**src/rtl/fp_internal_pkg.sv**
```systemverilog
// Shared definitions for the FP adder's internal operand word {exc, sign, exp, frac}
// and the binary32 unpack function used by the issue stage.
package fp_internal_pkg;

  localparam int SIZE_MANTISSA = 24;
  localparam int SIZE_EXPONENT = 8;
  localparam int SIZE_EXC      = 2;
  localparam int FRAC_W        = SIZE_MANTISSA - 1;
  localparam int WORD_W        = SIZE_EXC + 1 + SIZE_EXPONENT + FRAC_W;

  localparam int FRAC_LSB = 0;
  localparam int EXP_LSB  = FRAC_W;
  localparam int SIGN_BIT = FRAC_W + SIZE_EXPONENT;
  localparam int EXC_LSB  = SIGN_BIT + 1;

  localparam logic [SIZE_EXC-1:0] EXC_ZERO   = 2'b00;
  localparam logic [SIZE_EXC-1:0] EXC_NORMAL = 2'b01;
  localparam logic [SIZE_EXC-1:0] EXC_INF    = 2'b10;
  localparam logic [SIZE_EXC-1:0] EXC_NAN    = 2'b11;

  // Denormals are flushed to a signed zero; NaN payloads pass through untouched.
  function automatic logic [WORD_W-1:0] unpack_b32(input logic [31:0] v);
    logic                     sign_f;
    logic [SIZE_EXPONENT-1:0] exp_f;
    logic [FRAC_W-1:0]        frac_f;
    logic [FRAC_W-1:0]        frac_o;
    logic [SIZE_EXC-1:0]      exc_o;
    sign_f = v[31];
    exp_f  = v[30:23];
    frac_f = v[22:0];
    if (exp_f == 8'h00) begin
      exc_o  = EXC_ZERO;
      frac_o = 23'd0;
    end else if (exp_f == 8'hFF) begin
      if (frac_f == 23'd0) begin
        exc_o = EXC_INF;
      end else begin
        exc_o = EXC_NAN;
      end
      frac_o = frac_f;
    end else begin
      exc_o  = EXC_NORMAL;
      frac_o = frac_f;
    end
    return {exc_o, sign_f, exp_f, frac_o};
  endfunction

endpackage

```
**src/rtl/fp_unpack.sv**
```systemverilog
// Combinational binary32 -> internal adder word converter.
module fp_unpack
  import fp_internal_pkg::*;
(
  input  logic [31:0]       word,
  output logic [WORD_W-1:0] unpacked
);

  // Classify and repack one operand.
  always_comb begin
    unpacked = unpack_b32(word);
  end

endmodule

```
**src/rtl/fp_add_issue.sv**
```systemverilog
// Operand issue stage for the dual-path FP adder: unpack both operands and queue them
// in a small FIFO. Optional statistics counters are enabled with FP_ISSUE_STATS_EN.
module fp_add_issue
  import fp_internal_pkg::*;
#(
  parameter int SIZE_MANTISSA = 24,
  parameter int SIZE_EXPONENT = 8,
  parameter int SIZE_EXC      = 2,
  parameter int DEPTH         = 4,
  parameter int TAG_W         = 4
) (
  input  logic                                         clk,
  input  logic                                         rst,
  input  logic                                         flush,
  input  logic                                         in_valid,
  output logic                                         in_ready,
  input  logic                                         in_sub,
  input  logic [31:0]                                  in_a,
  input  logic [31:0]                                  in_b,
  input  logic [TAG_W-1:0]                             in_tag,
  output logic                                         out_valid,
  input  logic                                         out_ready,
  output logic                                         out_sub,
  output logic [SIZE_EXC+SIZE_EXPONENT+SIZE_MANTISSA-1:0] out_a,
  output logic [SIZE_EXC+SIZE_EXPONENT+SIZE_MANTISSA-1:0] out_b,
  output logic [TAG_W-1:0]                             out_tag,
`ifdef FP_ISSUE_STATS_EN
  output logic [31:0]                                  stat_issued,
  output logic [15:0]                                  stat_special,
`endif
  output logic [$clog2(DEPTH):0]                       level
);

  localparam int AW = $clog2(DEPTH);

  logic [WORD_W-1:0] unp_a_s;
  logic [WORD_W-1:0] unp_b_s;

  logic [AW:0]       wr_ptr_r;
  logic [AW:0]       rd_ptr_r;
  logic              mem_sub_r [DEPTH];
  logic [WORD_W-1:0] mem_a_r   [DEPTH];
  logic [WORD_W-1:0] mem_b_r   [DEPTH];
  logic [TAG_W-1:0]  mem_tag_r [DEPTH];

  logic full_s;
  logic empty_s;
  logic push_s;
  logic pop_s;

  fp_unpack u_unpack_a (.word(in_a), .unpacked(unp_a_s));
  fp_unpack u_unpack_b (.word(in_b), .unpacked(unp_b_s));

  // Full/empty derive from registered pointers, so a pop at full cannot free a slot the same cycle.
  always_comb begin
    empty_s = (wr_ptr_r == rd_ptr_r);
    full_s  = (wr_ptr_r[AW] != rd_ptr_r[AW]) && (wr_ptr_r[AW-1:0] == rd_ptr_r[AW-1:0]);
    push_s  = in_valid && !full_s;
    pop_s   = !empty_s && out_ready;
  end

  // Pointer update; flush and reset discard any concurrent push/pop.
  always_ff @(posedge clk) begin
    if (rst || flush) begin
      wr_ptr_r <= '0;
      rd_ptr_r <= '0;
    end else begin
      if (push_s) begin
        wr_ptr_r <= wr_ptr_r + (AW+1)'(1);
      end
      if (pop_s) begin
        rd_ptr_r <= rd_ptr_r + (AW+1)'(1);
      end
    end
  end

  // Storage holds operands already unpacked; only reset clears it.
  always_ff @(posedge clk) begin
    if (rst) begin
      for (int i = 0; i < DEPTH; i++) begin
        mem_sub_r[i] <= 1'b0;
        mem_a_r[i]   <= '0;
        mem_b_r[i]   <= '0;
        mem_tag_r[i] <= '0;
      end
    end else if (push_s && !flush) begin
      mem_sub_r[wr_ptr_r[AW-1:0]] <= in_sub;
      mem_a_r[wr_ptr_r[AW-1:0]]   <= unp_a_s;
      mem_b_r[wr_ptr_r[AW-1:0]]   <= unp_b_s;
      mem_tag_r[wr_ptr_r[AW-1:0]] <= in_tag;
    end
  end

  // Head entry and status are read straight from registered state.
  always_comb begin
    in_ready  = !full_s;
    out_valid = !empty_s;
    level     = wr_ptr_r - rd_ptr_r;
    out_sub   = mem_sub_r[rd_ptr_r[AW-1:0]];
    out_a     = mem_a_r[rd_ptr_r[AW-1:0]];
    out_b     = mem_b_r[rd_ptr_r[AW-1:0]];
    out_tag   = mem_tag_r[rd_ptr_r[AW-1:0]];
  end

`ifdef FP_ISSUE_STATS_EN
  logic [31:0] stat_issued_r;
  logic [15:0] stat_special_r;
  logic        special_s;

  // A pair is special when either operand is infinity or NaN (exc MSB set).
  always_comb begin
    special_s = unp_a_s[EXC_LSB+1] || unp_b_s[EXC_LSB+1];
  end

  // Counters survive flush and wrap naturally.
  always_ff @(posedge clk) begin
    if (rst) begin
      stat_issued_r  <= 32'd0;
      stat_special_r <= 16'd0;
    end else if (!flush) begin
      if (pop_s) begin
        stat_issued_r <= stat_issued_r + 32'd1;
      end
      if (push_s && special_s) begin
        stat_special_r <= stat_special_r + 16'd1;
      end
    end
  end

  assign stat_issued  = stat_issued_r;
  assign stat_special = stat_special_r;
`endif

endmodule

```
**config.mk**
```make
export PLATFORM = sky130hd
export DESIGN_NAME = fp_add_issue
export DESIGN_NICKNAME = d
export VERILOG_FILES = /design/src/rtl/fp_internal_pkg.sv /design/src/rtl/fp_unpack.sv /design/src/rtl/fp_add_issue.sv
export SDC_FILE = /design/constraint.sdc
export NUM_CORES = 1
export LEC_CHECK = 0
export ABC_AREA = 1
export CAP_MARGIN = 20
export CORE_ASPECT_RATIO = 1.25
export CORE_UTILIZATION = 51
export DETAILED_ROUTE_END_ITERATION = 8
export HOLD_SLACK_MARGIN = 0.02
export PLACE_DENSITY_LB_ADDON = 0.25
export SLEW_MARGIN = 0
export SYNTH_ARGS = -nofsm -noshare
export SYNTH_HDL_FRONTEND = slang
export SYNTH_SLANG_ARGS = --single-unit
```
**constraint.sdc**
```tcl
create_clock -name clk -period 3.3 [get_ports clk]
set_input_delay 0.33 -clock clk [delete_from_list [all_inputs] [get_ports clk]]
set_output_delay 0.33 -clock clk [all_outputs]
set_load 0.1 [all_outputs]
```
======== After elaboration in Yosys (flattened, before gate mapping) ========
Memories as Yosys holds them, arrays and structs flattened. A register that Yosys moved wholly into a read port is not among the register bits.
Index checks and enable logic that the tools add are counted.
word-level totals
  output and inout bits ................... 78
  logic and storage cells ................. 63
  flip-flop bits (word level) ............. 6
  latch bits .............................. 0
  bits in read-only memories .............. 0
  bits in writable memories ............... 292
  memories kept ........................... 4
  input port bits ......................... 74
operators by class
  multiply operators ...................... 0
  $lt $le $gt $ge ......................... 0
  reduce and logical (&&, ||, !) cells .... 16
  muxes and demuxes ....................... 33
  shifts and indexed selects .............. 0
  bitwise operators ....................... 0
  $add $sub $neg .......................... 3
  eq/ne operators ......................... 5
  div/mod/pow operators ................... 0
memories
  name       depth  width  read ports  clocked after memory_dff  write ports  line                source
  mem_a_r    4      34     1           1                         4            fp_add_issue.sv:42  logic [WORD_W-1:0] mem_a_r [DEPTH];
  mem_b_r    4      34     1           1                         4            fp_add_issue.sv:43  logic [WORD_W-1:0] mem_b_r [DEPTH];
  mem_tag_r  4      4      1           1                         4            fp_add_issue.sv:44  logic [TAG_W-1:0] mem_tag_r [DEPTH];
  mem_sub_r  4      1      1           1                         4            fp_add_issue.sv:41  logic mem_sub_r [DEPTH];
operator list
  cell                                                            number
  34-bit 2-to-1 mux                                               2
  34-bit OR reduction                                             2
  23-bit zero test                                                2
  23-bit 2-to-1 mux                                               2
  2-bit 2-to-1 mux                                                16
  8-bit == test (second input constant)                           2
  8-bit zero test                                                 2
  1-bit 2-to-1 mux                                                12
  3-bit by 1-bit adder with 3-bit output (second input constant)  2
  1-bit logical AND                                               4
  4-bit 2-to-1 mux                                                1
  4-bit OR reduction                                              1
  3-bit == test                                                   1
  1-bit zero test                                                 3
  3-bit subtractor                                                1
  2-bit == test                                                   1
  1-bit logical OR                                                1
  1-bit != test                                                   1
  1-bit OR reduction                                              1

======== Longest topological paths before layout ========
  depth in word-level cells ............... 10
  mapped depth ............................ 11
  gate-level depth less buffers ........... 10

======== By module ========
A second synthesis with hierarchy kept.
second synthesis, totals
  cell total of the unflattened synthesis .. 1388
  area total of the unflattened synthesis .. 14622.8 um^2
modules (own cells, without submodules)
  module        area each (um^2)  sequential area each (um^2)  cells an instance  instances
  fp_add_issue  13746.9           8928.6                       1194               1
  fp_unpack     437.9             0.0                          97                 2

======== Least setup slack after synthesis ========
Ideal clock, no wire load.
  kind .................................... flip-flop to flip-flop
  from .................................... reg wr_ptr_r[0]
  to ...................................... mem mem_a_r[1][0] in the netlist's numbering (enable)
  library setup time ...................... 749 ps
  required time ........................... 2551 ps
  buffers on the path ..................... 2
  arrival time ............................ 3346 ps
  path slack .............................. -795 ps
  cell stages (with the launch flop) ...... 12
  period minus slack after synthesis ...... 4095 ps
  cells stage by stage .................... dfxtp_1 > inv_1 > ha_1 > nand2_1 > inv_1 > nand3_2 > nand2_1 > nor2_1 > nand3_1 > buf_4 > buf_6 > nand2_1
RTL lines
  what                    line                source
  start, declared         fp_add_issue.sv:39  logic [AW:0] wr_ptr_r;
  start signal, assigned  fp_add_issue.sv:69  wr_ptr_r <= wr_ptr_r + (AW+1)'(1);
  end, declared           fp_add_issue.sv:42

==> results.md <==
- Run status: finished, final reports clean
- Share of async-settable or async-resettable flops after synthesis: 0
- Wire length of the first global-routing pass: 48500 µm
- Antenna violations before repair: 1
- Largest area contributor in the netlist: sky130_fd_sc_hd__edfxtp_1
- Overflow after GRT: 0
- Critical path class: flop to output pin
- First drt pass iteration count: 5
- Wire length per cell: 17.5 µm
- Primary FF master, synth: sky130_fd_sc_hd__edfxtp_1
- Area enclosed by the die boundary: 26700 µm²
- GRT Resource Usage Total: 0.233
- Via count of the first global-routing pass: 9382
- Total of flip-flops plus latches after synthesis: 300
- Nets@finish: 1487
- Count of unresolved DRC violations after routing: 0
- Most used cell along the critical path: sky130_fd_sc_hd__buf_4
- Hold Crit Class: flop to flop
- Critical path endpoint category: output pin
- Via count: 9502
- Clock transition at the register clock pins on the worst setup and hold paths after CTS: 0.06 ns
- Synthesized Nets: 1360
- Fraction of layout cells with a size suffix above 1: 0.112
- Detailed-placement wirelength estimate: 17700 µm
- Met3 routed wirelength: 1930 µm
- Clk Tree Root Cell: sky130_fd_sc_hd__clkbuf_16
- Number of design-rule violations left by the first detailed-router iteration: 631
- Part of the Yosys area used for sequential elements: 0.673
- Hold wc startpoint: wr_ptr_r[2]
- Worst hold slack across all endpoints: 0.531 ns
- CP max stage delay: 0.64 ns
- Critical path buffer and inverter count: 2
- R2r worst-path depth: 10
- Placed cell areas: 15400 µm²
- Chip Height: 182 µm
- Worst reg2reg startpoint: wr_ptr_r[0]
- Area of the core region: 25400 µm²
- Library cell with the highest instance count after synthesis: sky130_fd_sc_hd__nor2_1
- Count of buffers inserted at the top-level ports: 151
- Data arrival at the endpoint of the critical path: 2.44 ns
- Worst-margin pin slew: 0.986 ns
- Ratio of routed vias to standard cells: 5.39
- CP top delay family: buffers and inverters
- Total Power: 8.84 mW
- Cell depth of the worst hold path: 3
- Peak VDD IR: 0.387 mV
- Count of standard-cell rows: 65
- Worst setup skew after layout: 0.0120 ns
- Max-cap violations: 0
- EDFF count, synth: 292
- Setup_tns: 0 ns
- Post-CTS sizing: 0
- Top cells by area, synth: sky130_fd_sc_hd__edfxtp_1, sky130_fd_sc_hd__nor2_1, sky130_fd_sc_hd__o21ai_0
- CP Max Fanout: 73
- End of the worst register-to-register path: mem_a_r[0][13]
- Max Clock Freq: 361 MHz
- Leakage power of the design: 6.62 nW
- Number of standard cells after synthesis: 1281
- Final period demand of the worst path: 2.77 ns
- Pin count of the biggest net entering global routing: 147
- Total length of routed wires: 30900 µm
- Worst setup SP type: flop
- Synth top cells by count: sky130_fd_sc_hd__nor2_1, sky130_fd_sc_hd__edfxtp_1, sky130_fd_sc_hd__o21ai_0, sky130_fd_sc_hd__inv_1, sky130_fd_sc_hd__nand2_1
- Top Ports: 152
- Deepest clock path buffer count: 3
- Maximum level of the CTS H-tree: 1
- Routed met1 length: 12400 µm
- Max Slew Vio Count: 0
- Hold Crit Endpoint: wr_ptr_r[2]
- Count of endpoints failing hold in the final timing report: 0
- Final setup vio count: 0
- Wire length on met2: 15700 µm
- TritonCTS Buffers: 29
- Required @ worst endpoint: 2.97 ns
- Die X-Extent: 146 µm
- Relative area change from synthesis to final layout: 22.7%
- TritonCTS clock tree: built
- Library cells used by synthesis: 25
- Crit-path cells: buf_4 -> o21ai_0 -> o22ai_1 -> buf_4
- Final design area excluding fillers: 16300 µm²
- Power per cell area: 542 nW/µm²
- R2R Setup Slk: 0.62 ns
- Unrepaired setup endpoints after global routing: false
- Hold bufs inserted after CTS: 0
- Uppermost layer routed: met4
- Yosys warning count: 0
- Final cycle utilization of the critical path: 0.839
- Starting Density: 0.523
- Routability-driven placement congestion ratio: 0.820
- Slew HR: 0.342
- Antenna-violating nets left: 0
- Post-synthesis cell area: 13300 µm²
- Post-synth top area share: 0.661
- TritonCTS sink count: 300
- Crit-path slowest cell: sky130_fd_sc_hd__buf_4
- Avg Inst Size Synth: 10.4 µm²
- Number of buffers inserted by post-CTS setup repair: 0
- Clk_lat worst skew: 0.54 ns
## layer usage
layer | GRT usage | up-vias
li1 | - | 4545
met5 | 0 | -
met3 | 0.0310 | 60
met4 | 0.0854 | 0
met2 | 0.414 | 322
met1 | 0.289 | 4575
## final cells by class
cell class                 instances  area [µm²]
clock buffer                      38         790
tap                              335         419
timing repair buffer             173        2080
fill                            2010        9090
inverter                         129         490
multi-input combinational        775        3460
sequential                       300        8930
antenna                            1        2.50
clock inverter                    13         113
## power breakdown
part,switching (mW),total (mW),internal (mW)
logic,0.923,1.28,0.359
registers,0.0432,4.39,4.35
clock network,1.33,3.16,1.83
total,2.30,8.84,6.54
## worst max path at each step
stage,start,to,cells after the start
finish,flop,out_b[33],4
global route,wr_ptr_r[0],mem_a_r[2][33],10
CTS,flop,out_a[1],4
detailed placement,wr_ptr_r[0],mem_b_r[0][32],10
global placement,wr_ptr_r[0],mem_a_r[2][33],10
floorplan,wr_ptr_r[0],mem_a_r[3][0],9
## per-stage QoR
stage,util,cells,setup slack (ns)
floorplan,-,1281,0.235
global placement,0.606,1712,0.681
detailed placement,0.606,1712,0.648
CTS,0.642,1763,0.498
global route,0.642,1763,0.430
finish,0.642,1764,0.531
## layout by cell type, fill, tap and decap left out, types with 4 or more instances in the layout
cell,count
sky130_fd_sc_hd__nand3_1,8
sky130_fd_sc_hd__clkinv_2,5
sky130_fd_sc_hd__inv_1,124
sky130_fd_sc_hd__ha_1,4
sky130_fd_sc_hd__clkinv_1,5
sky130_fd_sc_hd__o21ai_0,149
sky130_fd_sc_hd__nand2_1,103
sky130_fd_sc_hd__nor2_1,416
sky130_fd_sc_hd__buf_12,48
sky130_fd_sc_hd__nand2_4,5
sky130_fd_sc_hd__clkbuf_16,29
sky130_fd_sc_hd__buf_4,52
sky130_fd_sc_hd__edfxtp_1,292
sky130_fd_sc_hd__dfxtp_1,6
sky130_fd_sc_hd__o22ai_1,73
sky130_fd_sc_hd__clkbuf_1,6
sky130_fd_sc_hd__clkdlybuf4s50_1,73
## sequential cells by signal (all words and copies together) (netlist names), named ones only
signal	flops
wr_ptr_r	3
mem_a_r	136
rd_ptr_r	3
mem_sub_r	4
mem_tag_r	16
mem_b_r	136
## kinds of logic after synthesis
kind of cell,Yosys count,synth area share
AO/OA/AOI/OAI,225,0.0917
XOR/XNOR,1,0.000660
AND/OR/NAND/NOR,544,0.158
adder cells (fa/ha/maj),5,0.00528
flip-flops,300,0.673
buffers and inverters,206,0.0710
## worst min-delay path, delay by kind of cell, from the launching register on
family	cells	cell delay, ns
buf+inv	1	0.06
flops	1	0.32
simple gates	2	0.12
(Power assumes the default switching activity.)
